`src/rtl/mem_ctrl.sv`:
```
// mem_ctrl: byte-serial memory controller arbitrating instruction fetch and the
// load/store buffer onto one 8-bit RAM/IO port; assembles and extends read data.
// Ports: clk/rst/rdy/clear control; if_* fetch port; lsb_* load/store port;
//        mem_* byte bus to RAM/IO; io_buffer_full IO back-pressure input.
// Latency: N-byte read done in cycle N+2 after grant, N-byte write in cycle N+1.
// Backpressure: rdy low freezes every register; IO writes wait in IOWAIT while full.
module mem_ctrl (
   input  logic        clk,
   input  logic        rst,
   input  logic        rdy,
   input  logic        clear,
   input  logic        if_req,
   input  logic [31:0] if_addr,
   output logic        if_done,
   output logic [31:0] if_data,
   input  logic        lsb_req,
   input  logic        lsb_we,
   input  logic [1:0]  lsb_size,
   input  logic        lsb_signed,
   input  logic [31:0] lsb_addr,
   input  logic [31:0] lsb_wdata,
   output logic        lsb_done,
   output logic [31:0] lsb_rdata,
   input  logic [7:0]  mem_din,
   output logic [7:0]  mem_dout,
   output logic [31:0] mem_a,
   output logic        mem_wr,
   input  logic        io_buffer_full
);

   typedef enum logic [1:0] {
      S_IDLE   = 2'd0,
      S_READ   = 2'd1,
      S_WRITE  = 2'd2,
      S_IOWAIT = 2'd3
   } state_t;

   localparam logic OWN_IF  = 1'b0;
   localparam logic OWN_LSB = 1'b1;

   state_t      state_q, state_d;
   logic [2:0]  cnt_q, cnt_d;
   logic [2:0]  len_q, len_d;
   logic [31:0] base_q, base_d;
   logic        owner_q, owner_d;
   logic        last_grant_q, last_grant_d;
   logic        sgn_q, sgn_d;
   logic [1:0]  size_q, size_d;
   logic [31:0] wdata_q, wdata_d;
   logic [31:0] asm_q, asm_d;
   logic [31:0] mem_a_q, mem_a_d;
   logic [7:0]  mem_dout_q, mem_dout_d;
   logic        wr_q, wr_d;
   logic        if_done_q, if_done_d;
   logic [31:0] if_data_q, if_data_d;
   logic        lsb_done_q, lsb_done_d;
   logic [31:0] lsb_rdata_q, lsb_rdata_d;

   // grant candidate operands
   logic        if_ok, lsb_ok, pick_lsb;
   logic [31:0] g_addr, g_wdata;
   logic [2:0]  g_len;
   logic [1:0]  g_size;
   logic        g_we, g_sgn;

   logic [2:0]  cnt_nx;
   logic [2:0]  cap_idx;
   logic [31:0] asm_ins;

   function automatic logic [7:0] byte_sel(input logic [31:0] w, input logic [1:0] i);
      logic [7:0] r;
      r = w[7:0];
      case (i)
         2'd0: r = w[7:0];
         2'd1: r = w[15:8];
         2'd2: r = w[23:16];
         2'd3: r = w[31:24];
         default: r = w[7:0];
      endcase
      return r;
   endfunction

   function automatic logic [31:0] byte_ins(input logic [31:0] w, input logic [1:0] i,
                                            input logic [7:0] b);
      logic [31:0] r;
      r = w;
      case (i)
         2'd0: r[7:0]   = b;
         2'd1: r[15:8]  = b;
         2'd2: r[23:16] = b;
         2'd3: r[31:24] = b;
         default: r = w;
      endcase
      return r;
   endfunction

   function automatic logic [31:0] load_ext(input logic [31:0] w, input logic [1:0] sz,
                                            input logic sg);
      logic [31:0] r;
      r = w;
      if (sz == 2'b00)
         r = {{24{sg & w[7]}}, w[7:0]};
      else if (sz == 2'b01)
         r = {{16{sg & w[15]}}, w[15:0]};
      return r;
   endfunction

   function automatic logic [2:0] size_len(input logic [1:0] sz);
      logic [2:0] r;
      case (sz)
         2'b00:   r = 3'd1;
         2'b01:   r = 3'd2;
         default: r = 3'd4;
      endcase
      return r;
   endfunction

   // Arbitration inputs. A requester whose done is showing is still holding
   // its old request, so it must not win again. clear kills reads only.
   always_comb begin
      if_ok    = if_req & ~if_done_q & ~clear;
      lsb_ok   = lsb_req & ~lsb_done_q & ~(clear & ~lsb_we);
      pick_lsb = lsb_ok & (~if_ok | (last_grant_q == OWN_IF));
      if (pick_lsb) begin
         g_addr  = lsb_addr;
         g_wdata = lsb_wdata;
         g_len   = size_len(lsb_size);
         g_size  = lsb_size;
         g_we    = lsb_we;
         g_sgn   = lsb_signed;
      end else begin
         g_addr  = if_addr;
         g_wdata = 32'd0;
         g_len   = 3'd4;
         g_size  = 2'b10;
         g_we    = 1'b0;
         g_sgn   = 1'b0;
      end
   end

   // In READ, cnt_q is the index of the address on the bus; the byte arriving
   // now belongs to the previous address, hence cap_idx = cnt_q - 1.
   assign cnt_nx  = cnt_q + 3'd1;
   assign cap_idx = cnt_q - 3'd1;
   assign asm_ins = byte_ins(asm_q, cap_idx[1:0], mem_din);

   always_comb begin
      state_d      = state_q;
      cnt_d        = cnt_q;
      len_d        = len_q;
      base_d       = base_q;
      owner_d      = owner_q;
      last_grant_d = last_grant_q;
      sgn_d        = sgn_q;
      size_d       = size_q;
      wdata_d      = wdata_q;
      asm_d        = asm_q;
      mem_a_d      = mem_a_q;
      mem_dout_d   = mem_dout_q;
      wr_d         = wr_q;
      if_done_d    = 1'b0;
      if_data_d    = if_data_q;
      lsb_done_d   = 1'b0;
      lsb_rdata_d  = lsb_rdata_q;

      case (state_q)
         S_IDLE: begin
            mem_a_d    = 32'd0;
            mem_dout_d = 8'd0;
            wr_d       = 1'b0;
            cnt_d      = 3'd0;
            if (if_ok | lsb_ok) begin
               owner_d      = pick_lsb;
               last_grant_d = pick_lsb;
               base_d       = g_addr;
               len_d        = g_len;
               size_d       = g_size;
               sgn_d        = g_sgn;
               wdata_d      = g_wdata;
               asm_d        = 32'd0;
               if (!g_we) begin
                  state_d = S_READ;
                  mem_a_d = g_addr;
               end else if ((g_addr[17:16] == 2'b11) && io_buffer_full) begin
                  state_d = S_IOWAIT;
               end else begin
                  state_d    = S_WRITE;
                  mem_a_d    = g_addr;
                  mem_dout_d = g_wdata[7:0];
                  wr_d       = 1'b1;
               end
            end
         end

         S_READ: begin
            if (clear) begin
               state_d = S_IDLE;
               cnt_d   = 3'd0;
               mem_a_d = 32'd0;
            end else begin
               if (cnt_q != 3'd0)
                  asm_d = asm_ins;
               if (cnt_q == len_q) begin
                  // last byte captured this edge
                  state_d = S_IDLE;
                  cnt_d   = 3'd0;
                  mem_a_d = 32'd0;
                  if (owner_q == OWN_LSB) begin
                     lsb_done_d  = 1'b1;
                     lsb_rdata_d = load_ext(asm_ins, size_q, sgn_q);
                  end else begin
                     if_done_d = 1'b1;
                     if_data_d = asm_ins;
                  end
               end else begin
                  cnt_d   = cnt_nx;
                  mem_a_d = (cnt_nx < len_q) ? base_q + {29'd0, cnt_nx} : 32'd0;
               end
            end
         end

         S_WRITE: begin
            if (cnt_q == len_q - 3'd1) begin
               state_d    = S_IDLE;
               cnt_d      = 3'd0;
               mem_a_d    = 32'd0;
               mem_dout_d = 8'd0;
               wr_d       = 1'b0;
               lsb_done_d = 1'b1;
            end else begin
               cnt_d      = cnt_nx;
               mem_a_d    = base_q + {29'd0, cnt_nx};
               mem_dout_d = byte_sel(wdata_q, cnt_nx[1:0]);
               wr_d       = 1'b1;
            end
         end

         S_IOWAIT: begin
            if (!io_buffer_full) begin
               state_d    = S_WRITE;
               cnt_d      = 3'd0;
               mem_a_d    = base_q;
               mem_dout_d = wdata_q[7:0];
               wr_d       = 1'b1;
            end
         end

         default: begin
            state_d = S_IDLE;
         end
      endcase
   end

   always_ff @(posedge clk) begin
      if (rst) begin
         state_q      <= S_IDLE;
         cnt_q        <= 3'd0;
         len_q        <= 3'd0;
         base_q       <= 32'd0;
         owner_q      <= OWN_IF;
         last_grant_q <= OWN_IF;
         sgn_q        <= 1'b0;
         size_q       <= 2'b00;
         wdata_q      <= 32'd0;
         asm_q        <= 32'd0;
         mem_a_q      <= 32'd0;
         mem_dout_q   <= 8'd0;
         wr_q         <= 1'b0;
         if_done_q    <= 1'b0;
         if_data_q    <= 32'd0;
         lsb_done_q   <= 1'b0;
         lsb_rdata_q  <= 32'd0;
      end else if (rdy) begin
         state_q      <= state_d;
         cnt_q        <= cnt_d;
         len_q        <= len_d;
         base_q       <= base_d;
         owner_q      <= owner_d;
         last_grant_q <= last_grant_d;
         sgn_q        <= sgn_d;
         size_q       <= size_d;
         wdata_q      <= wdata_d;
         asm_q        <= asm_d;
         mem_a_q      <= mem_a_d;
         mem_dout_q   <= mem_dout_d;
         wr_q         <= wr_d;
         if_done_q    <= if_done_d;
         if_data_q    <= if_data_d;
         lsb_done_q   <= lsb_done_d;
         lsb_rdata_q  <= lsb_rdata_d;
      end
   end

   assign if_done   = if_done_q;
   assign if_data   = if_data_q;
   assign lsb_done  = lsb_done_q;
   assign lsb_rdata = lsb_rdata_q;
   assign mem_a     = mem_a_q;
   assign mem_dout  = mem_dout_q;
   // a frozen cycle must not repeat a write (IO side effects)
   assign mem_wr    = wr_q & rdy;

endmodule

```
`config.mk`:
```
export PLATFORM = sky130hd
export DESIGN_NAME = mem_ctrl
export DESIGN_NICKNAME = d
export VERILOG_FILES = /design/src/rtl/mem_ctrl.sv
export SDC_FILE = /design/constraint.sdc
export NUM_CORES = 1
export LEC_CHECK = 0
export ABC_CLOCK_PERIOD_IN_PS = 2900
export CELL_PAD_IN_SITES_DETAIL_PLACEMENT = 2
export CELL_PAD_IN_SITES_GLOBAL_PLACEMENT = 2
export CORE_MARGIN = 8
export CORE_UTILIZATION = 28
export CTS_BUF_LIST = sky130_fd_sc_hd__clkbuf_8
export DETAILED_ROUTE_END_ITERATION = 8
export GPL_ROUTABILITY_DRIVEN = 1
export PLACE_DENSITY = 0.83
export SLEW_MARGIN = 20
export SYNTH_ARGS = -nofsm -noshare
export SYNTH_HDL_FRONTEND = slang
export SYNTH_SLANG_ARGS = --single-unit
```
`constraint.sdc`:
```
create_clock -name clk -period 2.9 [get_ports clk]
set_input_delay 0.29 -clock clk [delete_from_list [all_inputs] [get_ports clk]]
set_output_delay 0.29 -clock clk [all_outputs]
set_load 0.05 [all_outputs]
```
==> impl_results.md <==
* Outcome: finished clean
* EDFF count, synth at 0
* Core Region at 37,600 um^2
* Hold Crit Class: in -> reg
* Max Fclk at 361 MHz
* Clock slew seen by the registers of the worst setup and hold paths at 0.06 ns
* Endpoints failing setup at 0
* Starting density of the core at 28.4%
* Total wire length at 44,100 um
* Layout cells sized above 1 at 12.3%
* HPWL Detailed at 30,200 um
* Chip height at 211 um
* Slowest cell on crit path: fa_1
* Seq/Total Area, Yosys at 40.4%
* Worst slew pin tran at 0.818 ns
* Most frequent cells after synthesis: 215 x dfxtp_1, 180 x nand2_1, 137 x nor2_1, 112 x a21oi_1, 86 x clkbuf_1
* # nets final at 1,605
* WP data required at 3.41 ns
* Main synth FF type: dfxtp_1
* Worst path max stage delay at 0.44 ns
* Top delay family on crit path: adder cells
* Row count at 71
* Synthesis Warnings at 0
* Initial DRT Pass Iterations at 5
* Post-synthesis adder-cell area fraction at 2.42%
* Count leader, synth: dfxtp_1
* Synth Area in Compound Gates at 20.8%
* Clock H-tree levels at 2
* Detail Route Antenna Nets at 0
* CTS tree: built
* Distinct cell type count after synthesis at 67
* Minimum clock period at 2.77 ns
* Worst setup path class: reg -> reg
* Post-CTS Setup Inserts at 0
* Dominant cells by area after synthesis: dfxtp_1 40%, nand2_1 6.3%, a211oi_1 5.5%, mux2_2 5.3%, a21oi_1 5.3%
* GP Congestion at 0.790
* Clock Latency Late Sink at 0.60 ns
* Crit path DAT at 3.28 ns
* VDD IR max at 268 uV
* DRT iter0 DRCs at 509
* Initial antenna violation count at 4
* Post-Syn Instances at 1,286
* Slew Limit Fails at 0
* Async set or reset register ratio after synthesis at 0%
* Clock root buffer: clkbuf_8
* Synth Area in XOR/XNOR at 1.70%
* Critical path launch point type: register
* Fin. Hold Viols at 0
* Leak pwr at 4.73 nW
* I/O pins at 222
* Detailed-route via count at 10,800
* WL/cell at 21.9 um
* Mapped Area at 10,700 um^2
* CP endpoint kind: register
* CP Max Fanout at 6
* RSZ-0062 raised after global routing: no
* Clk_skew at 0.0168 ns
* Vias per cell at 5.36
* Crit share post-route at 95.5%
* IO buf count at 221
* Final WS setup at 0.129 ns
* Die area at 44,600 um^2
* Layout area overhead at 33.4%
* Total global-route track usage at 19.4%
* Grt ovf at 0
* Crit path buffers/inverters at 3
* Share of the synthesized area in the top cell type at 40.4%
* Clock Sinks at 215
* Slew margin rel. at 45.4%
* Syn_area_per_cell at 8.29 um^2
* First-pass GRT wire length at 69,100 um
* Syn Nets at 1,421
* WHS at 0.212 ns
* Max-Cap Viols at 0
* Main combinational cell family by area after synthesis: simple AND/OR/NAND/NOR gates
* CTS Buf Count at 42
* Mux contribution to synthesized area at 6.82%
* Pin count of the biggest net entering global routing at 85
* Post-route DRC violation count at 0
* Cell Pwr Density at 546 nW/um^2
* Vias in the first global route at 11,800
* Reg-to-reg slack, setup at 0.13 ns
* Simple-Gate Fraction of Synth Area at 22.3%
* #FFs+latches synth at 215
* Crit-path cells: inv_1, ha_4, inv_1, fa_1, nor2b_2, buf_4, o211ai_1, nor3_1, o211ai_1, a211oi_1
* Die width at 211 um
* Max clock buf depth at 3
* Setup Slack @ Placement at -0.0381 ns
* Top cell type by total area after synthesis: dfxtp_1
## cell families after synthesis
| kind of cell | count (synthesis) |
|---|---|
| compound gates | 314 |
| xor+xnor | 19 |
| fa+ha+maj | 20 |
| buf+inv | 141 |
| flops | 215 |
| mux | 66 |
| simple gates | 511 |
## through the flow
stage | std cells | instance area (um^2) | total power, mW | util [%] | setup TNS (ns)
after floorplan | 1286 | 10700 | 4.17 | - | 0
after global placement | 1937 | 13400 | 4.78 | 35.6 | 0
after detailed placement | 1937 | 13400 | 4.82 | 35.6 | -0.0381
after CTS | 2011 | 14200 | 7.87 | 37.8 | 0
after global routing | 2012 | 14200 | 8.14 | 37.9 | 0
final | 2012 | 14200 | 7.77 | 37.9 | 0
## sequential cells by signal (all words and copies together) (netlist names)
register and count:
if_done 1, cnt_q 3, sgn_q 1, wr_q 1, if_data 32, len_q 3
last_grant_q 1, mem_a 32, asm_q 32, mem_dout 8, lsb_done 1, wdata_q 32
size_q 2, base_q 32, lsb_rdata 32, state_q 2
## layout by cell type (no fill, tap or decap), types with 8 or more instances in the layout
| master | netlist | layout |
|---|---|---|
| clkdlybuf4s50_1 | 0 | 219 |
| dfxtp_1 | 215 | 214 |
| nand2_1 | 180 | 180 |
| nor2_1 | 137 | 136 |
| a21oi_1 | 112 | 111 |
| nand3_1 | 85 | 85 |
| a211oi_1 | 78 | 78 |
| clkbuf_8 | 2 | 52 |
| mux2_2 | 50 | 50 |
| inv_1 | 22 | 39 |
| buf_4 | 3 | 33 |
| nor3_1 | 30 | 29 |
| a221oi_1 | 27 | 27 |
| nand4_1 | 20 | 20 |
| o211ai_1 | 19 | 19 |
| ha_1 | 19 | 18 |
| mux2i_1 | 13 | 13 |
| o31a_1 | 12 | 12 |
| xnor2_1 | 11 | 11 |
| o21a_1 | 11 | 11 |
| a311oi_1 | 9 | 9 |
| nor4_1 | 9 | 9 |
| nand2b_1 | 8 | 8 |
| nor4_2 | 8 | 8 |
| a222oi_1 | 8 | 8 |
## what timing repair did
action | 4_1_cts | 5_1_grt
endpoints found under the setup margin | 7 | 12
hold buffers | 0 | 0
pin swaps | 0 | 1
gates cloned | 0 | 0
resized for setup | 2 | 3
## worst register-to-register path: cells and delay by family, from the launching register on
kind	cells	cell delay, ns
adders and majority gates	2	0.75
AOI/OAI and AO/OA	3	0.67
and+or+nand+nor	2	0.53
DFF	1	0.37
buffers and inverters	3	0.37
## worst paths after layout
path	from	to	depth (start not counted)
min reg2reg	wdata_q[19]	wdata_q[19]	2
max reg2reg	cnt_q[1]	mem_a[22]	10
min	rst	base_q[20]	2
max	cnt_q[1]	mem_a[22]	10
## cell type report
class                      count  area, um^2
sequential                   215        4310
antenna                        1        2.50
timing repair buffer         259        2570
fill                        4226       23300
inverter                      22        82.6
tap                          511         639
multi-input combinational    930        5820
clock buffer                  52         716
clock inverter                22        96.3
## per-layer routing
layer  wire [um]  global-route usage, %
met1       19500                   24.1
met2       21200                   32.8
met3        2460                   4.81
met4         877                   5.89
met5          40                      0
## power by group
part	leakage [nW]	internal (mW)	total, mW	switching (mW)
logic	2.50	0.563	1.55	0.983
registers	1.75	3.09	3.21	0.129
clock network	0.485	1.61	3.01	1.40
Note: power is estimated with default switching activity, not from simulation.
